===== src/rtl/dll_initfc_ctrl_if.sv =====
// ---------------------------------------------------------------------------
// dll_initfc_ctrl_if
// Purpose : DLLP transmit-request channel between the flow-control init
//           sequencer and the DLLP generator (valid/ready handshake).
// Signals :
//   tx_req_valid  sequencer -> generator  request valid
//   tx_req_ready  generator -> sequencer  request accepted this cycle
//   tx_dllp_type  sequencer -> generator  DLLP type byte
//   tx_hdr_fc     sequencer -> generator  header credit field (8 bits)
//   tx_data_fc    sequencer -> generator  data credit field (12 bits)
// Modports: master = sequencer side, slave = generator side.
// ---------------------------------------------------------------------------
interface dll_initfc_ctrl_if;
    logic        tx_req_valid;
    logic        tx_req_ready;
    logic [7:0]  tx_dllp_type;
    logic [7:0]  tx_hdr_fc;
    logic [11:0] tx_data_fc;

    modport master (
        output tx_req_valid,
        output tx_dllp_type,
        output tx_hdr_fc,
        output tx_data_fc,
        input  tx_req_ready
    );

    modport slave (
        input  tx_req_valid,
        input  tx_dllp_type,
        input  tx_hdr_fc,
        input  tx_data_fc,
        output tx_req_ready
    );
endinterface


===== src/rtl/dll_initfc_ctrl.sv =====
// ---------------------------------------------------------------------------
// dll_initfc_ctrl
// Purpose : Sequences the VC0 flow-control init handshake (FC_INIT1 then
//           FC_INIT2). Repeatedly schedules InitFC1/InitFC2 triplets
//           (P, NP, Cpl) toward the DLLP generator, tracks received
//           InitFC/UpdateFC DLLPs and reports init1/init2 completion to the
//           DLCM state machine.
// Optional: define DLL_INITFC_TIMEOUT_EN to add a watchdog that restarts the
//           sequence at FI1_SEND after TIMEOUT_CYCLES cycles spent outside
//           IDLE/DONE. Without it, timeout_o is tied low.
// Ports   :
//   sclk             clock
//   srst             reset, asynchronous, active-high
//   dl_init_i        1 = DLCM in INIT1/INIT2; 0 aborts to IDLE
//   rx_dllp_valid_i  decoded DLLP strobe
//   rx_dllp_type_i   decoded DLLP type byte
//   tx_if            transmit-request channel (master modport)
//   init1_end_o      FC_INIT1 complete (level)
//   init2_end_o      FC_INIT2 complete (level)
//   fc_state_o       state encoding (IDLE=0 .. DONE=5)
//   timeout_o        watchdog fired (1-cycle pulse)
// ---------------------------------------------------------------------------
module dll_initfc_ctrl #(
    parameter logic [7:0]  PH_CREDIT     = 8'd32,
    parameter logic [11:0] PD_CREDIT     = 12'd256,
    parameter logic [7:0]  NPH_CREDIT    = 8'd32,
    parameter logic [11:0] NPD_CREDIT    = 12'd64,
    parameter logic [7:0]  CPLH_CREDIT   = 8'd0,
    parameter logic [11:0] CPLD_CREDIT   = 12'd0,
    parameter int unsigned RESEND_CYCLES = 1024
`ifdef DLL_INITFC_TIMEOUT_EN
    ,
    parameter int unsigned TIMEOUT_CYCLES = 65536
`endif
) (
    input  logic                     sclk,
    input  logic                     srst,
    input  logic                     dl_init_i,
    input  logic                     rx_dllp_valid_i,
    input  logic [7:0]               rx_dllp_type_i,
    dll_initfc_ctrl_if.master        tx_if,
    output logic                     init1_end_o,
    output logic                     init2_end_o,
    output logic [2:0]               fc_state_o,
    output logic                     timeout_o
);

    typedef enum logic [2:0] {
        ST_IDLE     = 3'd0,
        ST_FI1_SEND = 3'd1,
        ST_FI1_WAIT = 3'd2,
        ST_FI2_SEND = 3'd3,
        ST_FI2_WAIT = 3'd4,
        ST_DONE     = 3'd5
    } fc_state_t;

    localparam int CNT_W = (RESEND_CYCLES > 2) ? $clog2(RESEND_CYCLES) : 1;
    localparam logic [CNT_W-1:0] WAIT_LOAD = CNT_W'(RESEND_CYCLES - 1);

    localparam logic [1:0] IDX_P   = 2'd0;
    localparam logic [1:0] IDX_CPL = 2'd2;

    fc_state_t        state_reg, state_next;
    logic [1:0]       idx_reg, idx_next;
    logic [CNT_W-1:0] wait_reg, wait_next;
    logic             sent_reg, sent_next;
    logic [2:0]       fi1_reg;
    logic [2:0]       fi1_hit;
    logic             fi2_reg;
    logic             fi2_hit;
    logic             clr_fi1;
    logic             clr_fi2;
    logic             tx_valid;
    logic             in_fi1;
    logic             phase_ok;
    logic             wd_fire;

    // -----------------------------------------------------------------------
    // Receive tracking. Strobes are ignored while dl_init_i is low so that an
    // abort always leaves the flags cleared. A strobe on the same cycle as a
    // clear is kept (set wins) so nothing received on a state-entry edge is
    // lost.
    // -----------------------------------------------------------------------
    for (genvar gi = 0; gi < 3; gi++) begin : g_fi1
        localparam logic [7:0] FI1_TYPE = 8'h40 + 8'(gi * 16);

        assign fi1_hit[gi] = rx_dllp_valid_i && dl_init_i && (rx_dllp_type_i == FI1_TYPE);

        always_ff @(posedge sclk or posedge srst) begin
            if (srst) begin
                fi1_reg[gi] <= 1'b0;
            end else begin
                fi1_reg[gi] <= (fi1_reg[gi] & ~clr_fi1) | fi1_hit[gi];
            end
        end
    end

    // InitFC2 of any class, or an UpdateFC, proves the peer reached FC_INIT2.
    assign fi2_hit = rx_dllp_valid_i && dl_init_i &&
                     ((rx_dllp_type_i == 8'hC0) || (rx_dllp_type_i == 8'hD0) ||
                      (rx_dllp_type_i == 8'hE0) || (rx_dllp_type_i == 8'h80) ||
                      (rx_dllp_type_i == 8'h90) || (rx_dllp_type_i == 8'hA0));

    always_ff @(posedge sclk or posedge srst) begin
        if (srst) begin
            fi2_reg <= 1'b0;
        end else begin
            fi2_reg <= (fi2_reg & ~clr_fi2) | fi2_hit;
        end
    end

    // -----------------------------------------------------------------------
    // Watchdog
    // -----------------------------------------------------------------------
`ifdef DLL_INITFC_TIMEOUT_EN
    logic [31:0] wd_reg;
    logic        timeout_reg;
    logic        wd_active;

    assign wd_active = (state_reg != ST_IDLE) && (state_reg != ST_DONE) && dl_init_i;
    assign wd_fire   = wd_active && (wd_reg == 32'(TIMEOUT_CYCLES - 1));

    always_ff @(posedge sclk or posedge srst) begin
        if (srst) begin
            wd_reg      <= '0;
            timeout_reg <= 1'b0;
        end else begin
            timeout_reg <= wd_fire;
            if (!wd_active || wd_fire) begin
                wd_reg <= '0;
            end else begin
                wd_reg <= wd_reg + 32'd1;
            end
        end
    end

    assign timeout_o = timeout_reg;
`else
    assign wd_fire   = 1'b0;
    assign timeout_o = 1'b0;
`endif

    // -----------------------------------------------------------------------
    // State machine
    // -----------------------------------------------------------------------
    always_ff @(posedge sclk or posedge srst) begin
        if (srst) begin
            state_reg <= ST_IDLE;
            idx_reg   <= IDX_P;
            wait_reg  <= '0;
            sent_reg  <= 1'b0;
        end else begin
            state_reg <= state_next;
            idx_reg   <= idx_next;
            wait_reg  <= wait_next;
            sent_reg  <= sent_next;
        end
    end

    assign in_fi1   = (state_reg == ST_FI1_SEND) || (state_reg == ST_FI1_WAIT);
    assign phase_ok = in_fi1 ? (&fi1_reg) : fi2_reg;

    always_comb begin
        state_next = state_reg;
        idx_next   = idx_reg;
        wait_next  = wait_reg;
        sent_next  = sent_reg;
        clr_fi1    = 1'b0;
        clr_fi2    = 1'b0;
        tx_valid   = 1'b0;

        case (state_reg)
            ST_IDLE: begin
                if (dl_init_i) begin
                    state_next = ST_FI1_SEND;
                    idx_next   = IDX_P;
                    wait_next  = '0;
                    sent_next  = 1'b0;
                    clr_fi1    = 1'b1;
                    clr_fi2    = 1'b1;
                end
            end

            ST_FI1_SEND, ST_FI2_SEND: begin
                tx_valid = 1'b1;
                if (tx_if.tx_req_ready) begin
                    if (idx_reg == IDX_CPL) begin
                        // Triplet boundary: the only place besides WAIT where
                        // the phase may advance. This Cpl handshake itself
                        // satisfies the "sent at least once" requirement.
                        if (phase_ok) begin
                            state_next = in_fi1 ? ST_FI2_SEND : ST_DONE;
                            idx_next   = IDX_P;
                            wait_next  = '0;
                            sent_next  = 1'b0;
                            clr_fi2    = in_fi1;
                        end else begin
                            state_next = in_fi1 ? ST_FI1_WAIT : ST_FI2_WAIT;
                            idx_next   = IDX_P;
                            wait_next  = WAIT_LOAD;
                            sent_next  = 1'b1;
                        end
                    end else begin
                        idx_next = idx_reg + 2'd1;
                    end
                end
            end

            ST_FI1_WAIT, ST_FI2_WAIT: begin
                if (phase_ok && sent_reg) begin
                    state_next = in_fi1 ? ST_FI2_SEND : ST_DONE;
                    idx_next   = IDX_P;
                    wait_next  = '0;
                    sent_next  = 1'b0;
                    clr_fi2    = in_fi1;
                end else if (wait_reg == '0) begin
                    state_next = in_fi1 ? ST_FI1_SEND : ST_FI2_SEND;
                    idx_next   = IDX_P;
                end else begin
                    wait_next = wait_reg - 1'b1;
                end
            end

            ST_DONE: begin
            end

            default: begin
                state_next = ST_IDLE;
            end
        endcase

        // Watchdog restart: back to the first triplet with a clean slate.
        if (wd_fire) begin
            state_next = ST_FI1_SEND;
            idx_next   = IDX_P;
            wait_next  = '0;
            sent_next  = 1'b0;
            clr_fi1    = 1'b1;
            clr_fi2    = 1'b1;
        end

        // Abort has the final word, even in the middle of a handshake.
        if (!dl_init_i) begin
            state_next = ST_IDLE;
            idx_next   = IDX_P;
            wait_next  = '0;
            sent_next  = 1'b0;
            clr_fi1    = 1'b1;
            clr_fi2    = 1'b1;
        end
    end

    // -----------------------------------------------------------------------
    // Request fields, decoded from phase and triplet index. They depend only
    // on registered state, so they hold steady while valid waits for ready.
    // -----------------------------------------------------------------------
    always_comb begin
        tx_if.tx_dllp_type = 8'h00;
        tx_if.tx_hdr_fc    = 8'h00;
        tx_if.tx_data_fc   = 12'h000;
        if (tx_valid) begin
            tx_if.tx_dllp_type = {(in_fi1 ? 2'b01 : 2'b11), idx_reg, 4'h0};
            case (idx_reg)
                2'd0: begin
                    tx_if.tx_hdr_fc  = PH_CREDIT;
                    tx_if.tx_data_fc = PD_CREDIT;
                end
                2'd1: begin
                    tx_if.tx_hdr_fc  = NPH_CREDIT;
                    tx_if.tx_data_fc = NPD_CREDIT;
                end
                default: begin
                    tx_if.tx_hdr_fc  = CPLH_CREDIT;
                    tx_if.tx_data_fc = CPLD_CREDIT;
                end
            endcase
        end
    end

    assign tx_if.tx_req_valid = tx_valid;
    assign fc_state_o         = state_reg;
    assign init1_end_o        = (state_reg == ST_FI2_SEND) || (state_reg == ST_FI2_WAIT) ||
                                (state_reg == ST_DONE);
    assign init2_end_o        = (state_reg == ST_DONE);

endmodule


===== src/flat_wrapper.sv =====
// flat-port wrapper written by rule: the top's interface ports become plain ports
module dll_initfc_ctrl_flat 
#(
    parameter logic [7:0]  PH_CREDIT     = 8'd32,
    parameter logic [11:0] PD_CREDIT     = 12'd256,
    parameter logic [7:0]  NPH_CREDIT    = 8'd32,
    parameter logic [11:0] NPD_CREDIT    = 12'd64,
    parameter logic [7:0]  CPLH_CREDIT   = 8'd0,
    parameter logic [11:0] CPLD_CREDIT   = 12'd0,
    parameter int unsigned RESEND_CYCLES = 1024

)
  (sclk, srst, dl_init_i, rx_dllp_valid_i, rx_dllp_type_i, init1_end_o, init2_end_o, fc_state_o, timeout_o, tx_if_tx_req_valid, tx_if_tx_dllp_type, tx_if_tx_hdr_fc, tx_if_tx_data_fc, tx_if_tx_req_ready);
  dll_initfc_ctrl_if tx_if_i ();
  input  logic sclk;
  input  logic srst;
  input  logic dl_init_i;
  input  logic rx_dllp_valid_i;
  input  logic [7:0] rx_dllp_type_i;
  output logic init1_end_o;
  output logic init2_end_o;
  output logic [2:0] fc_state_o;
  output logic timeout_o;
  output wire logic [$bits(tx_if_i.tx_req_valid)-1:0] tx_if_tx_req_valid;
  output wire logic [$bits(tx_if_i.tx_dllp_type)-1:0] tx_if_tx_dllp_type;
  output wire logic [$bits(tx_if_i.tx_hdr_fc)-1:0] tx_if_tx_hdr_fc;
  output wire logic [$bits(tx_if_i.tx_data_fc)-1:0] tx_if_tx_data_fc;
  input wire logic [$bits(tx_if_i.tx_req_ready)-1:0] tx_if_tx_req_ready;
  assign tx_if_tx_req_valid = tx_if_i.tx_req_valid;
  assign tx_if_tx_dllp_type = tx_if_i.tx_dllp_type;
  assign tx_if_tx_hdr_fc = tx_if_i.tx_hdr_fc;
  assign tx_if_tx_data_fc = tx_if_i.tx_data_fc;
  assign tx_if_i.tx_req_ready = tx_if_tx_req_ready;
  dll_initfc_ctrl #(.PH_CREDIT(PH_CREDIT), .PD_CREDIT(PD_CREDIT), .NPH_CREDIT(NPH_CREDIT), .NPD_CREDIT(NPD_CREDIT), .CPLH_CREDIT(CPLH_CREDIT), .CPLD_CREDIT(CPLD_CREDIT), .RESEND_CYCLES(RESEND_CYCLES)) u_core (.sclk(sclk), .srst(srst), .dl_init_i(dl_init_i), .rx_dllp_valid_i(rx_dllp_valid_i), .rx_dllp_type_i(rx_dllp_type_i), .tx_if(tx_if_i), .init1_end_o(init1_end_o), .init2_end_o(init2_end_o), .fc_state_o(fc_state_o), .timeout_o(timeout_o));
endmodule

===== config.mk =====
export PLATFORM = sky130hd
export DESIGN_NAME = dll_initfc_ctrl_flat
export DESIGN_NICKNAME = d
export VERILOG_FILES = /design/src/rtl/dll_initfc_ctrl_if.sv /design/src/rtl/dll_initfc_ctrl.sv /design/src/flat_wrapper.sv
export SDC_FILE = /design/constraint.sdc
export NUM_CORES = 1
export LEC_CHECK = 0
export ABC_AREA = 1
export CAP_MARGIN = 20
export CORE_ASPECT_RATIO = 1.4
export CORE_MARGIN = 2
export CORE_UTILIZATION = 45
export CTS_CLUSTER_DIAMETER = 120
export DETAILED_ROUTE_END_ITERATION = 7
export PLACE_DENSITY = 0.76
export SKIP_LAST_GASP = 1
export SYNTH_ARGS = -nofsm -noshare
export SYNTH_HDL_FRONTEND = slang
export SYNTH_SLANG_ARGS = --single-unit

===== constraint.sdc =====
create_clock -name sclk -period 2.6 [get_ports sclk]
set_input_delay 0.52 -clock sclk [delete_from_list [all_inputs] [get_ports sclk]]
set_output_delay 0.52 -clock sclk [all_outputs]
set_load 0.02 [all_outputs]

; Yosys cells after proc, flatten, opt, wreduce, memory -nomap -nowiden
; Index checks and enable logic that the tools add are counted.
[word_totals]
register_bits = 20
wordCells = 113
[classes]
add_sub_neg = 2
n_eq_ne = 23
muxes = 45
bitwise = 10
reduce_logical = 25
[op_table]
columns = operator, count
row1 = $mux W10, 6
row2 = $eq A8 B8 Y1 const B, 6
row3 = $pmux W10 S3, 1
row4 = $eq A8 B7 Y1 const B, 3
row5 = $mux W3, 8
row6 = $pmux W9 S2, 1
row7 = $mux W1, 14
row8 = $mux W2, 7
row9 = $mux W6, 2
row10 = $pmux W3 S4, 1
row11 = $reduce_and A4 Y1, 3
row12 = $logic_not A10 Y1, 1
row13 = $sub A10 B1 Y10 const B, 1
row14 = $mux W9, 1
row15 = $logic_or A1 B1 Y1, 8
row16 = $mux W8, 1
row17 = $eq A3 B2 Y1 const B, 2
row18 = $eq A3 B3 Y1 const B, 2
row19 = $logic_and A1 B1 Y1, 6
row20 = $ne A3 B2 Y1 const B, 2
row21 = $pmux W1 S3, 2
row22 = $pmux W2 S3, 1
row23 = $reduce_and A3 Y1, 2
row24 = $reduce_or A2 Y1, 3
row25 = 14 further kinds, 21

; Depth between registers and ports, before layout
[logic_depth]
depth_word = 11
depth_mapped = 11
mapped_depth_nobuf = 10

; Worst setup path before layout
; Ideal clock, no wire load.
[synth_timing]
path_type = register -> output
from = register u_core.state_reg[0] (netlist: u_core.fc_state_o[0])
to = output init1_end_o
arrival_ns = 1.578
t_required_ns = 2.080
setup_slack_ns = 0.502
stages_incl_launch_ff = 6
path_buffers = 0
cell_sequence = dfrtp_1 -> inv_2 -> nor2_4 -> inv_1 -> nor2_1 -> o21bai_1
[synth_via]
elab_chain_len = 3
[synth_lines]
columns = item, line_no
row1 = from (decl), dll_initfc_ctrl.sv:63  ; fc_state_t state_reg, state_next;
row2 = from (signal assigned), dll_initfc_ctrl.sv:153  ; state_reg <= state_next;
row3 = $eq A3 B2 Y1 / $eq A3 B3 Y1 (equally long branches), dll_initfc_ctrl.sv:282  ; assign init1_end_o = (state_reg == ST_FI2_SEND) || (state_reg == ST_FI2_WAIT) ||
row4 = $logic_or A1 B1 Y1, dll_initfc_ctrl.sv:282
row5 = $logic_or A1 B1 Y1 *, dll_initfc_ctrl.sv:282
row6 = to (decl), flat_wrapper.sv:20  ; output logic init1_end_o;
; Every way passes the cells marked *; elsewhere a longest branch is shown, timed or not.

; Worst setup path in the final report
; Same ends and word-level chain as after synthesis.

==> results.md <==
- Status: complete, no violations
- Pre-antenna DRT Iters: 4
- Slowest cell on crit path: clkdlybuf4s50_1
- Most common cell in the netlist: nand2_1
- Core ar.: ~3600 um2
- Hold Fails Final Rpt: 0
- I/O Pins: 48
- CP Launch Type: register
- Arr. time, crit path: roughly 1900 ps
- Antenna violations before repair: 0
- Final core occ: approximately 53%
- Clk buf depth: 2
- Switching Fraction: between 40 and 50%
- Starting Density: 46.0%
- Main synth FF type: dfrtp_1
- RSZ-0062 raised after global routing: false
- ANT nets after route: 0
- Number of synthesized flops with an enable pin: 0
- Top-area cell type share of the netlist area: a little under a third
- RD Place Congestion: 0.973
- Mean Syn Cell Area: ~6.8 um2
- Buf+Inv Stages, Crit Path: 3
- Combinational share of power: between 50 and 60%
- Hold_buf cts: 0
- Cell Pwr Density: 1130 nW/um2
- Post-Syn Area: 1650 um2
- Skew-Pair Late Insertion Delay: 270 ps
- Die Wd: ~55 um
- WL per Instance: around 12 um
- Critical path capture point type: primary output
- Grt ovf: 0
- Worst-path maximum fanout: 6
- NetSw: roughly 1.1 mW
- Gr usage total: 19.4%
- Seq/Total Area, Yosys: between 30% and 40%
- Dpl hpwl: 2780 um
- Met2 wire length: slightly below 2000 um
- Final Max Tran Viols: 0
- Hold Crit Class: reg2reg
- DRT Wirelength: between 3000 and 4000 um
- CP top delay family: buffers and inverters
- Fin cells: just over 300
- CTS clk-pin slew, worst paths: around 80 ps
- Setup-failing EPs final: 0
- Final Cell Area: 1910 um2
- First-pass GRT wire length: slightly below 6000 um
- CP max stage delay: 610 ps
- Post-CTS Setup Repair Bufs: 0
- Skew final: between 4 and 5 ps
- TritonCTS buffer count: 3
- Row cnt: 26
- TNS Setup: 0 ps
- Internal: 1.10 mW
- Max_cap viols: 0
- Clock Power Share: between 10 and 15%
- Slew margin rel.: a little under half
- CP cell instances: inv_2, nor2_4, inv_1, nor2_1, o21bai_1, clkdlybuf4s50_1
- Nets: about 290
- Cell taking the most area after synthesis: dfrtp_1
- Vias: 1562
- # diodes: 0
- Top layer in use: met4
- Yosys reg bits: 20
- CP Class: reg2out
- Dpl cell area: between 1500 and 2000 um2
- Met1 WL: between 1000 and 1500 um
- F_max: a little over 0.4 GHz
- Die height: around 76 um
- Largest net degree at the start of global routing: 21
- Min cycle time layout: around 2500 ps
- Synth warnings: 0
- Post-Place Cells: roughly 310
- Share of post-route cells with drive strength above 1: a little under a tenth
- Die footprint: approximately 4200 um2
- DRC errors left: 0
- Worst Tran Pin Value: between 800 and 900 ps
- Hold Slack: 492 ps
- Initial DRC Count: just under 50
- CTS Root Cell: clkbuf_8
- Cells after Synth: around 240
- CP Data Required Time: between 2000 and 2500 ps
- CTS tree: done
- Seq pwr share: 25.4%
- Commonest cells post-synth: nand2_1 (67), nand3_1 (27), buf_4 (25)
- Avg Vias per Cell: 5.04
- Area delta synth->final: 16.2%
- Post-CTS Resized: 0
- Peak VDD IR: 0.000778 V
- Synth cell types: 28
- Clock Sinks: 20
- # H-tree levels: 1
- FFs w/ async S/R, synth: 100%
- Top cells by area, synth: dfrtp_1 (30%), nand2_1 (15%), buf_4 (11%)
- Fill cells: between 300 and 400
- Period Utilization, post-route: 94.4%
- Number of global-route vias before repair: ~1400
- Max reg flops: 10
- Leakage: around 1 nW
- Routed met3 length: ~150 um
- PortBufs: 25
==> worst reg2reg max path, cell delays in order (launching register included) <==
cell,delay [ps]
dfrtp_1,470
inv_2,160
nand3_2,140
nand2_2,140
nand2_1,70
nand3_2,200
inv_1,110
ha_1,270
o21ai_0,190
nand2_1,80
o21ai_0,160
==> power by group through the flow <==
stage | clock network (mW) | registers (mW) | logic, mW
floorplan | 0 | 0.541 | 0.965
global placement | 0 | 0.551 | 1.27
detailed placement | 0 | 0.553 | 1.29
CTS | 0.321 | 0.548 | 1.30
global route | 0.328 | 0.568 | 1.47
finish | 0.321 | 0.550 | 1.30
==> area by class of cell <==
type / count / area [um2] / share of cell area, %
Multi-Input combinational cell: 188 / 911 / 47.6
Sequential cell: 20 / 500 / 26.2
Timing Repair Buffer: 28 / 273 / 14.3
Inverter: 28 / 105 / 5.49
Tap cell: 42 / 52.6 / 2.75
Clock buffer: 3 / 41.3 / 2.16
Clock inverter: 1 / 30.0 / 1.57
==> layout by cell type, fill, tap and decap left out, types with 2 or more instances in the layout <==
cell type	netlist	layout
a21oi_1	3	3
buf_4	25	3
clkbuf_8	0	3
clkdlybuf4s50_1	0	25
conb_1	1	22
dfrtp_1	20	20
ha_1	4	4
inv_1	24	24
inv_2	4	4
nand2_1	67	67
nand2_2	5	5
nand3_1	27	27
nand3_2	3	3
nand4_1	5	5
nor2_1	20	20
nor2_2	3	3
nor3_1	3	3
o21ai_0	12	12
o21bai_1	2	2
o31ai_1	2	2
xor2_1	3	3
==> cell families (layout without fill, tap and decap cells) <==
group	count (synthesis)	in the layout	synth area share, %
adders and majority gates	4	4	3.04
and+or+nand+nor	136	136	37.5
DFF	20	20	30.4
other	1	22	0.228
buffers and inverters	56	60	19.1
xor gates and xnor gates	4	4	2.13
AOI/OAI and AO/OA	22	22	7.67
==> metrics by stage <==
stage	worst slack [ps]	total power [mW]
finish	145	2.17
detailed placement	439	1.84
global route	6.43	2.37
CTS	142	2.17
floorplan	502	1.51
global placement	464	1.82
==> per-layer routing <==
layer	vias to the layer above	track usage, %
li1	776	-
met1	725	20.9
met2	52	37.0
met3	9	2.55
met4	0	7.05
met5	-	0
==> path summary, 6_finish.rpt <==
path	cells past startpoint	to	from	slack [ps]
setup / recovery	6	init1_end_o	u_core.fc_state_o[0]$_DFFE_PP0P_	140
hold / removal	2	u_core.fi1_reg[1]$_DFF_PP0_	u_core.fi1_reg[1]$_DFF_PP0_	490
setup reg to reg	10	u_core.fc_state_o[1]$_DFFE_PP0P_	u_core.fc_state_o[2]$_DFFE_PP0P_	540
hold reg to reg	2	u_core.fi1_reg[1]$_DFF_PP0_	u_core.fi1_reg[1]$_DFF_PP0_	490
max in group asynchronous	2	u_core.wait_reg[8]$_DFFE_PP0P_	srst	1390
min in group asynchronous	2	u_core.wait_reg[3]$_DFFE_PP0P_	srst	700
Power figures use the tool's default switching activity.
